--- src/rtl/game_flow_ctrl.sv ---
// -----------------------------------------------------------------------------
// game_flow_ctrl
//   Top-level game sequencer wrapped around player_physics. Decides when the
//   physics runs (freeze), restarts the player at the spawn point
//   (player_rst_n), counts lives and landings, and detects death, win and
//   game over. Every register advances only on game_tick, except
//   player_rst_n, which returns high on the clk after it drops.
//
//   Optional feature macro: TIME_LIMIT_EN
//     defined   -> per-level countdown in time_left; reaching 0 kills the player
//     undefined -> time_left is tied to 0 and no counter is built
//
// Ports:
//   clk               in   system clock
//   rst               in   asynchronous, active-low reset
//   game_tick         in   one-clk pulse per frame, qualifies all updates
//   start_btn         in   start button level (already synchronised)
//   player_y [9:0]    in   player top y from player_physics
//   hazard_hit        in   player overlaps a hazard this frame
//   goal_reached      in   player overlaps the goal flag this frame
//   jump_landed_pulse in   landing pulse from player_physics
//   freeze            out  stalls player_physics (1 except in PLAY)
//   player_rst_n      out  active-low one-clk restart for player_physics
//   state [2:0]       out  0 ATTRACT,1 PLAY,2 DYING,3 RESPAWN,4 WIN,5 GAME_OVER
//   lives [1:0]       out  remaining lives
//   score [7:0]       out  landings this game, saturating at 255
//   time_left [11:0]  out  ticks left in the level (0 without TIME_LIMIT_EN)
// -----------------------------------------------------------------------------
module game_flow_ctrl #(
    parameter int LIVES_INIT  = 3,
    parameter int DIE_TICKS   = 30,
    parameter int FALL_Y      = 470,
    parameter int LEVEL_TICKS = 3600
) (
    input  logic        clk,
    input  logic        rst,
    input  logic        game_tick,
    input  logic        start_btn,
    input  logic [9:0]  player_y,
    input  logic        hazard_hit,
    input  logic        goal_reached,
    input  logic        jump_landed_pulse,
    output logic        freeze,
    output logic        player_rst_n,
    output logic [2:0]  state,
    output logic [1:0]  lives,
    output logic [7:0]  score,
    output logic [11:0] time_left
);

    localparam logic [2:0] S_ATTRACT   = 3'd0;
    localparam logic [2:0] S_PLAY      = 3'd1;
    localparam logic [2:0] S_DYING     = 3'd2;
    localparam logic [2:0] S_RESPAWN   = 3'd3;
    localparam logic [2:0] S_WIN       = 3'd4;
    localparam logic [2:0] S_GAME_OVER = 3'd5;

    localparam int DW = (DIE_TICKS > 1) ? $clog2(DIE_TICKS) : 1;
    localparam logic [DW-1:0] DIE_LAST = DW'(DIE_TICKS - 1);

    logic [DW-1:0] die_cnt, die_nxt;
    logic          start_prev;
    logic [2:0]    state_nxt;
    logic [1:0]    lives_nxt;
    logic [7:0]    score_nxt;
    logic          tl_reload;
    logic          start_edge;
    logic          time_out;
    logic          died;

    assign start_edge = start_btn & ~start_prev;
    assign freeze     = (state != S_PLAY);

`ifdef TIME_LIMIT_EN
    // Checked against the registered value, so the death lands on the tick
    // after the counter has reached 0.
    assign time_out = (time_left == 12'd0);

    always_ff @(posedge clk or negedge rst) begin
        if (!rst) begin
            time_left <= 12'd0;
        end else if (game_tick) begin
            if (tl_reload)
                time_left <= 12'(LEVEL_TICKS);
            else if (state == S_PLAY && time_left != 12'd0)
                time_left <= time_left - 12'd1;
        end
    end
`else
    logic unused_tl_reload;
    assign unused_tl_reload = tl_reload;
    assign time_out         = 1'b0;
    assign time_left        = 12'd0;
`endif

    assign died = hazard_hit | (player_y >= 10'(FALL_Y)) | time_out;

    always_comb begin
        state_nxt = state;
        lives_nxt = lives;
        score_nxt = score;
        die_nxt   = die_cnt;
        tl_reload = 1'b0;
        case (state)
            S_ATTRACT: begin
                if (start_edge) begin
                    lives_nxt = 2'(LIVES_INIT);
                    score_nxt = 8'd0;
                    tl_reload = 1'b1;
                    state_nxt = S_RESPAWN;
                end
            end
            S_RESPAWN: state_nxt = S_PLAY;
            S_PLAY: begin
                // A landing still counts on the tick that ends the play.
                if (jump_landed_pulse && score != 8'hFF)
                    score_nxt = score + 8'd1;
                if (died) begin
                    state_nxt = S_DYING;
                    die_nxt   = '0;
                end else if (goal_reached) begin
                    state_nxt = S_WIN;
                end
            end
            S_DYING: begin
                if (die_cnt == DIE_LAST) begin
                    die_nxt = '0;
                    if (lives <= 2'd1) begin
                        lives_nxt = 2'd0;
                        state_nxt = S_GAME_OVER;
                    end else begin
                        lives_nxt = lives - 2'd1;
                        tl_reload = 1'b1;
                        state_nxt = S_RESPAWN;
                    end
                end else begin
                    die_nxt = die_cnt + 1'b1;
                end
            end
            S_WIN, S_GAME_OVER: begin
                if (start_edge)
                    state_nxt = S_ATTRACT;
            end
            default: state_nxt = S_ATTRACT;
        endcase
    end

    always_ff @(posedge clk or negedge rst) begin
        if (!rst) begin
            state        <= S_ATTRACT;
            lives        <= 2'd0;
            score        <= 8'd0;
            die_cnt      <= '0;
            start_prev   <= 1'b0;
            player_rst_n <= 1'b1;
        end else begin
            // Low for the single clk following the tick that enters RESPAWN.
            player_rst_n <= 1'b1;
            if (game_tick) begin
                state        <= state_nxt;
                lives        <= lives_nxt;
                score        <= score_nxt;
                die_cnt      <= die_nxt;
                start_prev   <= start_btn;
                player_rst_n <= ~(state_nxt == S_RESPAWN && state != S_RESPAWN);
            end
        end
    end

endmodule

--- config.mk ---
export PLATFORM = sky130hd
export DESIGN_NAME = game_flow_ctrl
export DESIGN_NICKNAME = d
export VERILOG_FILES = /design/src/rtl/game_flow_ctrl.sv
export SDC_FILE = /design/constraint.sdc
export NUM_CORES = 1
export LEC_CHECK = 0
export BUFFER_PORTS_ARGS = -buffer_cell sky130_fd_sc_hd__buf_2
export CELL_PAD_IN_SITES_DETAIL_PLACEMENT = 0
export CELL_PAD_IN_SITES_GLOBAL_PLACEMENT = 1
export CORE_MARGIN = 3
export CORE_UTILIZATION = 30
export CTS_CLUSTER_SIZE = 30
export DETAILED_ROUTE_END_ITERATION = 6
export GPL_TIMING_DRIVEN = 0
export MAX_ROUTING_LAYER = met4
export PLACE_DENSITY = 0.62
export SYNTH_ARGS = -nofsm -noshare
export SYNTH_HDL_FRONTEND = slang
export SYNTH_SLANG_ARGS = --single-unit
--- constraint.sdc ---
create_clock -name clk -period 2.3 [get_ports clk]
set_clock_uncertainty 0.1 [all_clocks]
set_input_delay 0.115 -clock clk [delete_from_list [all_inputs] [get_ports clk]]
set_output_delay 0.115 -clock clk [all_outputs]
set_load 0.1 [all_outputs]
-- Yosys cells after proc, flatten, opt, wreduce, memory -nomap -nowiden
Cells that the tools add are included.
- add/sub/neg operators: 3
- $mul: 0
- divide/modulo/power cells: 0
- order comparisons: 2
- equal/unequal tests: 14
- shift operators: 0
- multiplexer cells: 18
- bitwise operators: 4
- reductions and logical operators: 10
- operators by type and width (kind ; count):
    $mux 3 ; 6
    $mux 8 ; 2
    $pmux 8 s2 ; 1
    $pmux 3 s5 ; 1
    $ge 10x9->1 const B ; 1
    $mux 5 ; 2
    $pmux 5 s2 ; 1
    $eq 3x2->1 const B ; 3
    $add 8x1->8 const B ; 1
    $ne 2x2->1 const B ; 4
    $ne 8x8->1 const B ; 1
    $reduce_and 4->1 ; 2
    $eq 3x3->1 const B ; 2
    $mux 2 ; 3
    $reduce_bool 2->1 ; 3
    $add 5x1->5 const B ; 1
    $eq 5x5->1 const B ; 1
    $pmux 2 s2 ; 1
    $eq 3x1->1 const B ; 1
    $logic_not 3->1 ; 1
    $ne 3x1->1 const B ; 1
    $ne 3x2->1 const B ; 1
    $reduce_and 3->1 ; 1
    $le 2x1->1 const B ; 1
    other kinds (7) ; 9
- register bits after elaboration: 20
- latch bits: 0
- RAM bits: 0
- bits in read-only memories: 0
- bits of input ports: 17
- output and inout port bits: 27
- logic and storage cells: 57
- memories kept: 0

-- Logic depth before layout (Yosys ltp)
Gate-level depths: netlist (run 1).
- depth in word-level cells: 8
- depth in mapped cells: 6
- gate-level depth less buffers: 6

-- Least setup slack after synthesis (run 1)
Ideal clock, no wire load.
- path kind: reg2reg
- start: register state[0]
- end: register state[0]
- arrival time: 2.292 ns
- required time: 2.118 ns
- setup slack: -0.174 ns
- stages on the path, launching flop included: 6
- buffers on the path: 1
- period minus slack after synthesis: 2.474 ns
- path through: dfrtp_1 -> buf_2 -> nor3b_2 -> inv_2 -> or3_1 -> a31oi_1
- word-level cells in the longest chain between the ends: 3
- elaborated cells between the ends (all ways): 13
- classes of those cells: eq/ne (5); mux (6); reduce/logical (2)
- RTL lines (element ; line ; RTL):
    start: declaration ; 45 ; output logic [2:0] state,
    start signal: assignment ; 160 ; state <= state_nxt;
    $eq 3x3->1 / $mux 3 (equally long branches) ; 104, 121 ;
    $reduce_or 2->1 / $mux 3 (equally long branches) ; 104, 118 ;
    $pmux 3 s5 * ; 104 ; case (state)
Every way passes the cells marked *; elsewhere a longest branch is shown, timed or not.
A chain may end at the register's enable or synchronous reset.

-- Final worst setup path (run 1)
- start: register state[1]
- end: register state[1]
The elaborated chain is that of the path after synthesis.

==> results.ini, run 1 <==
[logic_synthesis]
netlist_top_cells_count = dfrtp_1, buf_4, nand2_1
yosysMostFrequentCell = dfrtp_1
syn_area_mm2 = 0.001344
synth_edf_count = 0
avgSynthCellArea_um2 = 9.141
synth_area_leader_cell = dfrtp_1
synth_top_area_share_pct = 35.38
synth_seq_area_share_pct = 37.34
synthArstFlopShare_pct = 100.0
synth_flop_cell = dfrtp_1
synth_seq_cells = 20
synth.area.top_cells = dfrtp_1, buf_4, nand4_1, ha_1, nand2_1
synth_cells = 147
yosysWarnings = 0
synth_cell_types = 45

[place]
dp_hpwl_mm = 2.509
portBuffers = 29
placed_area_mm2 = 0.001594
gp_congestion = 0.8000

[critical_path]
r2r_cells = 4
crit_slowest_cell = dfrtp_1
r2r_end = state[1]
worst_ep_arrival_time_ns = 1.92
cp_num_cells = 4
crit_chain = clkbuf_1 > nor3b_1 > nor2_1 > a211o_1
r2r-start = state[1]
rrSetupSlack_ns = 0.42
cp_slowest_stage_delay_ns = 0.55
crit_type = flop to flop
crit_start = state[1]
crit_required_ns = 2.35
cp_num_buf_inv = 1
cp-start-kind = flop
worstSetupEndpointType = flop
crit_path_end = state[1]
path_max_fanout = 10
critPathTopFamily = flip-flops

[run_status]
status = finished, final reports clean

[sta]
worst_slew_pin_slew_ns = 0.5760
rsz0062_at_grt = no
fmax_mhz = 533.3
setup_viol_count_final = 0
finalCritPeriodShare_pct = 81.52
final_hold_viol_count = 0
slew_violations = 0
tns_ns = 0
min_period_ns = 1.875
slew_headroom_pct = 61.46
whs_ns = 0.01794

[power]
p_leak_nw = 0.7854
power_mw = 2.029
powerDensity_mw_per_mm2 = 1204
ir_worst_vdd_uv = 580.8

[die]
die_w_um = 72.93
die-height_um = 72.93
rows = 23
die_area_mm2 = 0.005318
start_util_pct = 32.20
io_pins = 44
core_mm2 = 0.004173

[clock_tree]
numCtsBuffers = 3
postCtsSetupBuffers = 0
clkLatencyLatePin_ns = 0.26
cts_max_level = 1
cts_tree = built
cts_root_buf = clkbuf_8
clockBufferDepth = 2
cts.clk_slew.worst_paths_ns = 0.08
cts_num_sinks = 20

[grt]
track_usage_pct = 13.69
grt_start_max_net_pins = 21
first_global_vias = 1230
grt_overflow_total = 0
grt_pass1_wl_mm = 5.609
antenna_found_initial = 0

[finish]
drive_above_1_share_pct = 29.53
syn2layout_area_growth_pct = 25.42
antennaDiodeCount = 0
final_core_util_pct = 40.39
num-fill-cells = 410
nNetsFinal = 214
fin_area_mm2 = 0.001685

[detailed_routing]
antenna_left = 0
route.detailed.drc = 0
dr.pass1.iters = 4
wl_per_cell_um = 13.42
routed_wl_mm = 3.261
viasPerCell = 5.078
drtIter0Drc = 39
vias = 1234

[flow_run]
drv_cap = 0

[min_path]
hp-class = primary input to flop
min_path_cells = 2

[routing by layer]
metal  wire, um  vias to the layer above  GRT usage (%)
met3        179                        2          3.306
met2       1617                       37          23.85
met1       1445                      581          15.79
met5          0                        -              -
met4         19                        0          3.279
li1           -                      614              -
[cell type report]
class	count	area (um2)	area share [%]
clock buffers	3	41.29	2.450
plain buffers	17	132.6	7.869
well taps	50	62.56	3.712
inverters	7	26.28	1.559
repair buffers	31	165.2	9.800
multi-input cells	114	724.4	42.98
flip-flops and latches	20	503.0	29.84
clock inverters	1	30.03	1.782
[how the worst min path moves through the flow]
stage / from / end
after floorplan: rst / die_cnt[0]
after global placement: rst / score[2]
after detailed placement: rst / score[7]
after CTS: start_btn / start_prev
after global routing: start_btn / start_prev
final: start_btn / start_prev
[kinds of logic after synthesis]
kind of cell    synth area share, %
mux                           1.583
flops                         37.34
simple gates                  27.10
buf+inv                       11.82
other cells                  0.2791
fa+ha+maj                     2.794
compound gates                19.09
[power by group]
group          switching [mW]  internal (mW)
Combinational           0.888          0.234
Clock                   0.128          0.232
Sequential              0.103          0.442
[flip-flops by register name, indices dropped and copies added, names as in the netlist]
| name | flops |
|---|---|
| score | 8 |
| state | 3 |
| die_cnt | 5 |
| lives | 2 |
| start_prev | 1 |
| player_rst_n | 1 |
[timing repair]
item,CTS,global route
hold buffers,2,0
gates resized for setup,0,0
hold endpoints to repair,21,0
[placed cells by master, fill, tap and decap left out, drive strengths merged, types with 3 or more instances in the layout]
cell and count:
o31ai 5, or3 3, a21oi 6, o41ai 3, nor2 7, buf 45, a31oi 5, ha 3
or2 5, nand3 7, or4 5, dfrtp 19, nand4 7, nand2 10, nor3b 6, conb 12
inv 7, o21ai 8, o211ai 3, clkbuf 4
[through the flow]
stage | cells | worst slack [ns]
final | 243 | 0.4249
after global routing | 243 | 0.2815
after CTS | 243 | 0.4443
after detailed placement | 237 | 0.4709
after global placement | 237 | 0.4745
after floorplan | 158 | 0.005436
Power figures use the tool's default switching activity.
==> run 2, diff against run 1 <==
ABC_AREA = 1   (was not set)
PLACE_DENSITY = 0.65   (was 0.62)
clock period = 1.9 ns   (was 2.3 ns; I/O delays follow)
==> results.ini, run 2 <==
[run_status]
status = finished, final reports clean

[logic_synthesis]
synth_cells = 199
synth.area.top_cells = dfrtp_1, nand2_1, buf_4, nor2_1, inv_1
synth_area_leader_cell = dfrtp_1
avgSynthCellArea_um2 = 6.960
syn_area_mm2 = 0.001385
netlist_top_cells_count = nand2_1, nor2_1, dfrtp_1, inv_1, buf_4
synth_flop_cell = dfrtp_1
synth_cell_types = 27
yosysWarnings = 0
synth_top_area_share_pct = 34.33
synthArstFlopShare_pct = 100.0
synth_seq_cells = 20
synth_seq_area_share_pct = 36.22
synth_edf_count = 0
yosysMostFrequentCell = nand2_1

[clock_tree]
cts_tree = built
numCtsBuffers = 3
cts_max_level = 1
clkLatencyLatePin_ns = 0.26
cts_num_sinks = 20
clockBufferDepth = 2
cts.clk_slew.worst_paths_ns = 0.08
cts_root_buf = clkbuf_8

[die]
core_mm2 = 0.004414
die-height_um = 73.95
io_pins = 44
start_util_pct = 31.38
die_area_mm2 = 0.005468
die_w_um = 73.95
rows = 24

[sta]
slew_violations = 0
setup_viol_count_final = 0
min_period_ns = 1.702
tns_ns = 0
fmax_mhz = 587.5
final_hold_viol_count = 0
whs_ns = 0.01120
rsz0062_at_grt = no
finalCritPeriodShare_pct = 89.59

[critical_path]
worstSetupEndpointType = output port
r2r_end = score[1]
rrSetupSlack_ns = 0.28
cp-start-kind = flop
r2r-start = score[0]
worst_ep_arrival_time_ns = 1.51
r2r_cells = 9
crit_start = state[1]
crit_slowest_cell = dfrtp_2
cp_slowest_stage_delay_ns = 0.48
crit_chain = nor2_2 > inv_2 > nor2_4 > inv_4 > buf_2
path_max_fanout = 9
crit_type = flop to output port
crit_required_ns = 1.70

[power]
p_sw_share_pct = 56.47
p_seq_share_pct = 28.9
power_mw = 2.202
p_int_mw = 0.9583
p_leak_nw = 0.9181
p_clk_share_pct = 15.2
combPwrFrac_pct = 55.9
ir_worst_vdd_uv = 651.8
powerDensity_mw_per_mm2 = 1270
p_sw_mw = 1.243

[min_path]
hold_start = start_btn
hp-class = primary input to flop
min_path_cells = 3
whs_endpoint = start_prev

[place]
dp_hpwl_mm = 2.428
gp_congestion = 0.7503
portBuffers = 30
place_inst = 292

[detailed_routing]
routed_wl_mm = 3.147
route.detailed.drc = 0
antenna_left = 0
vias = 1253
dr.pass1.iters = 4
wl_per_cell_um = 10.56
viasPerCell = 4.205
drtIter0Drc = 34

[finish]
drive_above_1_share_pct = 26.83
syn2layout_area_growth_pct = 25.20
layout_commonest_cell = nand2_1
final_core_util_pct = 39.29
num-fill-cells = 501
nNetsFinal = 267
regMostFlops = score
antennaDiodeCount = 0
final_cell_mix = nand2_1, buf_2, nor2_1
largest_reg_flops = 8
multi_input_area_um2 = 748.2
instances_no_fill = 298
reg_top3 = score (8), die_cnt (5), state (3)
seq_area_um2 = 516.7

[grt]
grt_start_max_net_pins = 21
first_global_vias = 1151
grt_pass1_wl_mm = 5.423
grt_overflow_total = 0
antenna_found_initial = 0
track_usage_pct = 13.08

[flow_run]
drv_cap = 0

## run 2: changes by cell type in the layout (fill, tap and decap cells not counted), sizes merged, moves of 5 or more
cell	previous run	this run
o31ai	5	0
nor3b	6	0
a31oi	5	0
inv	7	23
nor2	7	24
xor2	0	5
nand2	10	74
or4	5	0
## run 2: how the worst max path moves through the flow
stage	slack (ns)	depth (start not counted)	endpoint
floorplan	0.02	7	score[7]
global placement	0.16	9	score[1]
detailed placement	0.15	9	score[1]
CTS	0.13	9	score[1]
global route	0.06	9	score[1]
finish	0.20	5	freeze
## run 2: what timing repair did
item	CTS	global route
endpoints found under the hold margin	20	0
setup endpoints to repair	0	8
hold buffers	2	0
setup buffers	0	0
resized for setup	0	2
## run 2: power groups by stage
stage               registers [mW]  logic [mW]  clock network, mW
floorplan                     1.06       0.607                  0
global placement             0.647        1.24                  0
detailed placement           0.647        1.24                  0
CTS                          0.639        1.24              0.356
global route                 0.655        1.34              0.369
finish                       0.636        1.23              0.335
## run 2: cell type report
class	instances	share of cell area, %
plain buffers	12	5.195
clock buffers	4	3.175
inverters	23	5.123
multi-input cells	155	43.15
flip-flops and latches	20	29.80
well taps	52	3.752
repair buffers	32	9.812
## run 2: layer usage
| metal | global-route usage [%] | vias to the layer above | wire (um) |
|---|---|---|---|
| met2 | 22.34 | 17 | 1559 |
| met1 | 16.46 | 549 | 1475 |
| met3 | 2.838 | 2 | 99 |
| li1 | - | 685 | - |
| met4 | 1.207 | 0 | 13 |
| met5 | - | - | 0 |
## run 2: cell families after synthesis
logic type / synth area share [%]
simple gates: 37.04
buf+inv: 12.92
flops: 36.22
compound gates: 6.414
xor+xnor: 4.426
fa+ha+maj: 2.710
other cells: 0.2707
## run 2: critical path: cells and delay by family, from the launching register on
family	cells	cell delay, ns
flops	1	0.48
simple gates	2	0.31
buf+inv	3	0.46
## run 2: through the flow
stage               worst slack, ns  instance area, um2
floorplan                   0.02355                1441
global placement             0.1599                1657
detailed placement           0.1539                1657
CTS                          0.1275                1732
global route                0.06458                1734
finish                       0.1978                1734
==> run 3, diff against run 2 <==
CAP_MARGIN = 30   (was not set)
HOLD_SLACK_MARGIN = 0.06   (was not set)
TNS_END_PERCENT = 10   (was not set)
==> results.ini, run 3 (synthesis gave the netlist of run 2 again) <==
[detailed_routing]
drtIter0Drc = 29
routed_wl_mm = 3.146
antenna_left = 0
vias = 1287
dr.pass1.iters = 3
route.detailed.drc = 0
wl_per_cell_um = 10.52
viasPerCell = 4.304

[critical_path]
r2r_end = score[1]
r2r-start = score[0]
cp_slowest_stage_delay_ns = 0.48
crit_path_end = freeze
cp-start-kind = flop
crit_slowest_cell = dfrtp_2
path_max_fanout = 9
worst_ep_arrival_time_ns = 1.53
crit_type = flop to output port
rrSetupSlack_ns = 0.27
crit_start = state[1]
worstSetupEndpointType = output port
crit_required_ns = 1.70
crit_chain = nor2_2 > inv_2 > nor2_4 > inv_4 > buf_2
r2r_cells = 9

[grt]
first_global_vias = 1173
track_usage_pct = 12.76
grt_start_max_net_pins = 21
grt_overflow_total = 0
antenna_found_initial = 0
grt_pass1_wl_mm = 5.361

[finish]
drive_above_1_share_pct = 25.91
final_cell_mix = nand2_1, buf_2, nor2_1
final_core_util_pct = 39.71
layout_commonest_cell = nand2_1
antennaDiodeCount = 0
largest_reg_flops = 8
syn2layout_area_growth_pct = 26.56
num-fill-cells = 482
reg_top3 = score (8), die_cnt (5), state (3)
seq_area_um2 = 509.2
nNetsFinal = 268
regMostFlops = score
fin_area_mm2 = 0.001753
multi_input_area_um2 = 748.2

[die]
die_area_mm2 = 0.005468
die-height_um = 73.95
core_mm2 = 0.004414
start_util_pct = 31.38
rows = 24
io_pins = 44
die_w_um = 73.95

[place]
gp_congestion = 0.7785
dp_hpwl_mm = 2.451
portBuffers = 30
placed_area_mm2 = 0.001649

[sta]
finalCritPeriodShare_pct = 91.00
rsz0062_at_grt = no
whs_ns = 0.06883
final_hold_viol_count = 0
min_period_ns = 1.729
fmax_mhz = 578.4
slew_violations = 0
setup_viol_count_final = 0

[flow_run]
drv_cap = 0

[clock_tree]
cts_root_buf = clkbuf_8
clockBufferDepth = 2
clkLatencyLatePin_ns = 0.26
numCtsBuffers = 3
cts_max_level = 1
cts_tree = built
cts.clk_slew.worst_paths_ns = 0.08
cts_num_sinks = 20

[power]
p_leak_nw = 0.9334
power_mw = 2.299
powerDensity_mw_per_mm2 = 1311
ir_worst_vdd_uv = 645.9

[min_path]
hp-class = primary input to flop

[run_status]
status = finished, final reports clean

-- run 3: changes by cell type in the layout (fill, tap and decap cells not counted), sizes merged --
cell / previous run / this run
dlygate4sd3: 2 / 3
clkbuf: 4 / 3
bufinv: 0 / 1
-- run 3: critical path: cells and delay by family (launching register included) --
family	cells	cell delay, ns
buffers and inverters	3	0.47
and+or+nand+nor	2	0.31
DFF	1	0.48
-- run 3: what timing repair did --
item / CTS / global route
gates resized for setup: 0 / 1
hold buffers: 3 / 0
hold endpoints to repair: 25 / 0
setup buffers: 0 / 0
setup endpoints to repair: 0 / 8
-- run 3: layout make-up --
class / instances / share of cell area [%]
Multi-Input combinational cell: 155 / 42.68
Sequential cell: 20 / 29.05
Timing Repair Buffer: 33 / 10.28
Buffer: 12 / 5.139
Inverter: 23 / 5.068
Tap cell: 52 / 3.712
Clock buffer: 3 / 2.355
Clock inverter: 1 / 1.713
-- run 3: worst min path at each step --
| stage | depth (start not counted) | to | startpoint |
|---|---|---|---|
| 2_1_floorplan | 0 | die_cnt[0] | rst |
| 3_3_place_gp | 1 | score[6] | rst |
| 3_5_place_dp | 1 | score[6] | rst |
| 4_1_cts | 5 | state[2] | goal_reached |
| 5_1_grt | 5 | state[2] | goal_reached |
| 6_report | 5 | state[2] | goal_reached |
-- run 3: where the power goes --
| part | switching, mW | leakage (nW) | internal [mW] |
|---|---|---|---|
| Sequential | 0.110 | 0.257 | 0.518 |
| Combinational | 0.983 | 0.641 | 0.252 |
| Clock | 0.155 | 0.0357 | 0.281 |
-- run 3: metrics by stage --
| step | std cells | TNS [ns] | setup slack [ns] |
|---|---|---|---|
| 3_3_place_gp | 292 | 0 | 0.1825 |
| 3_5_place_dp | 292 | 0 | 0.1781 |
| 2_1_floorplan | 210 | -0.8014 | -0.1040 |
| 6_report | 299 | 0 | 0.1710 |
| 5_1_grt | 299 | 0 | 0.04772 |
| 4_1_cts | 299 | 0 | 0.1393 |
-- run 3: routing by layer --
layer  vias up  share of wire [%]  track usage (%)
li1        689                  -                -
met1       579                 48            15.54
met2        17                 48            22.05
met3         2                3.9            2.838
met4         0               0.32            1.811
met5         -                  0                -
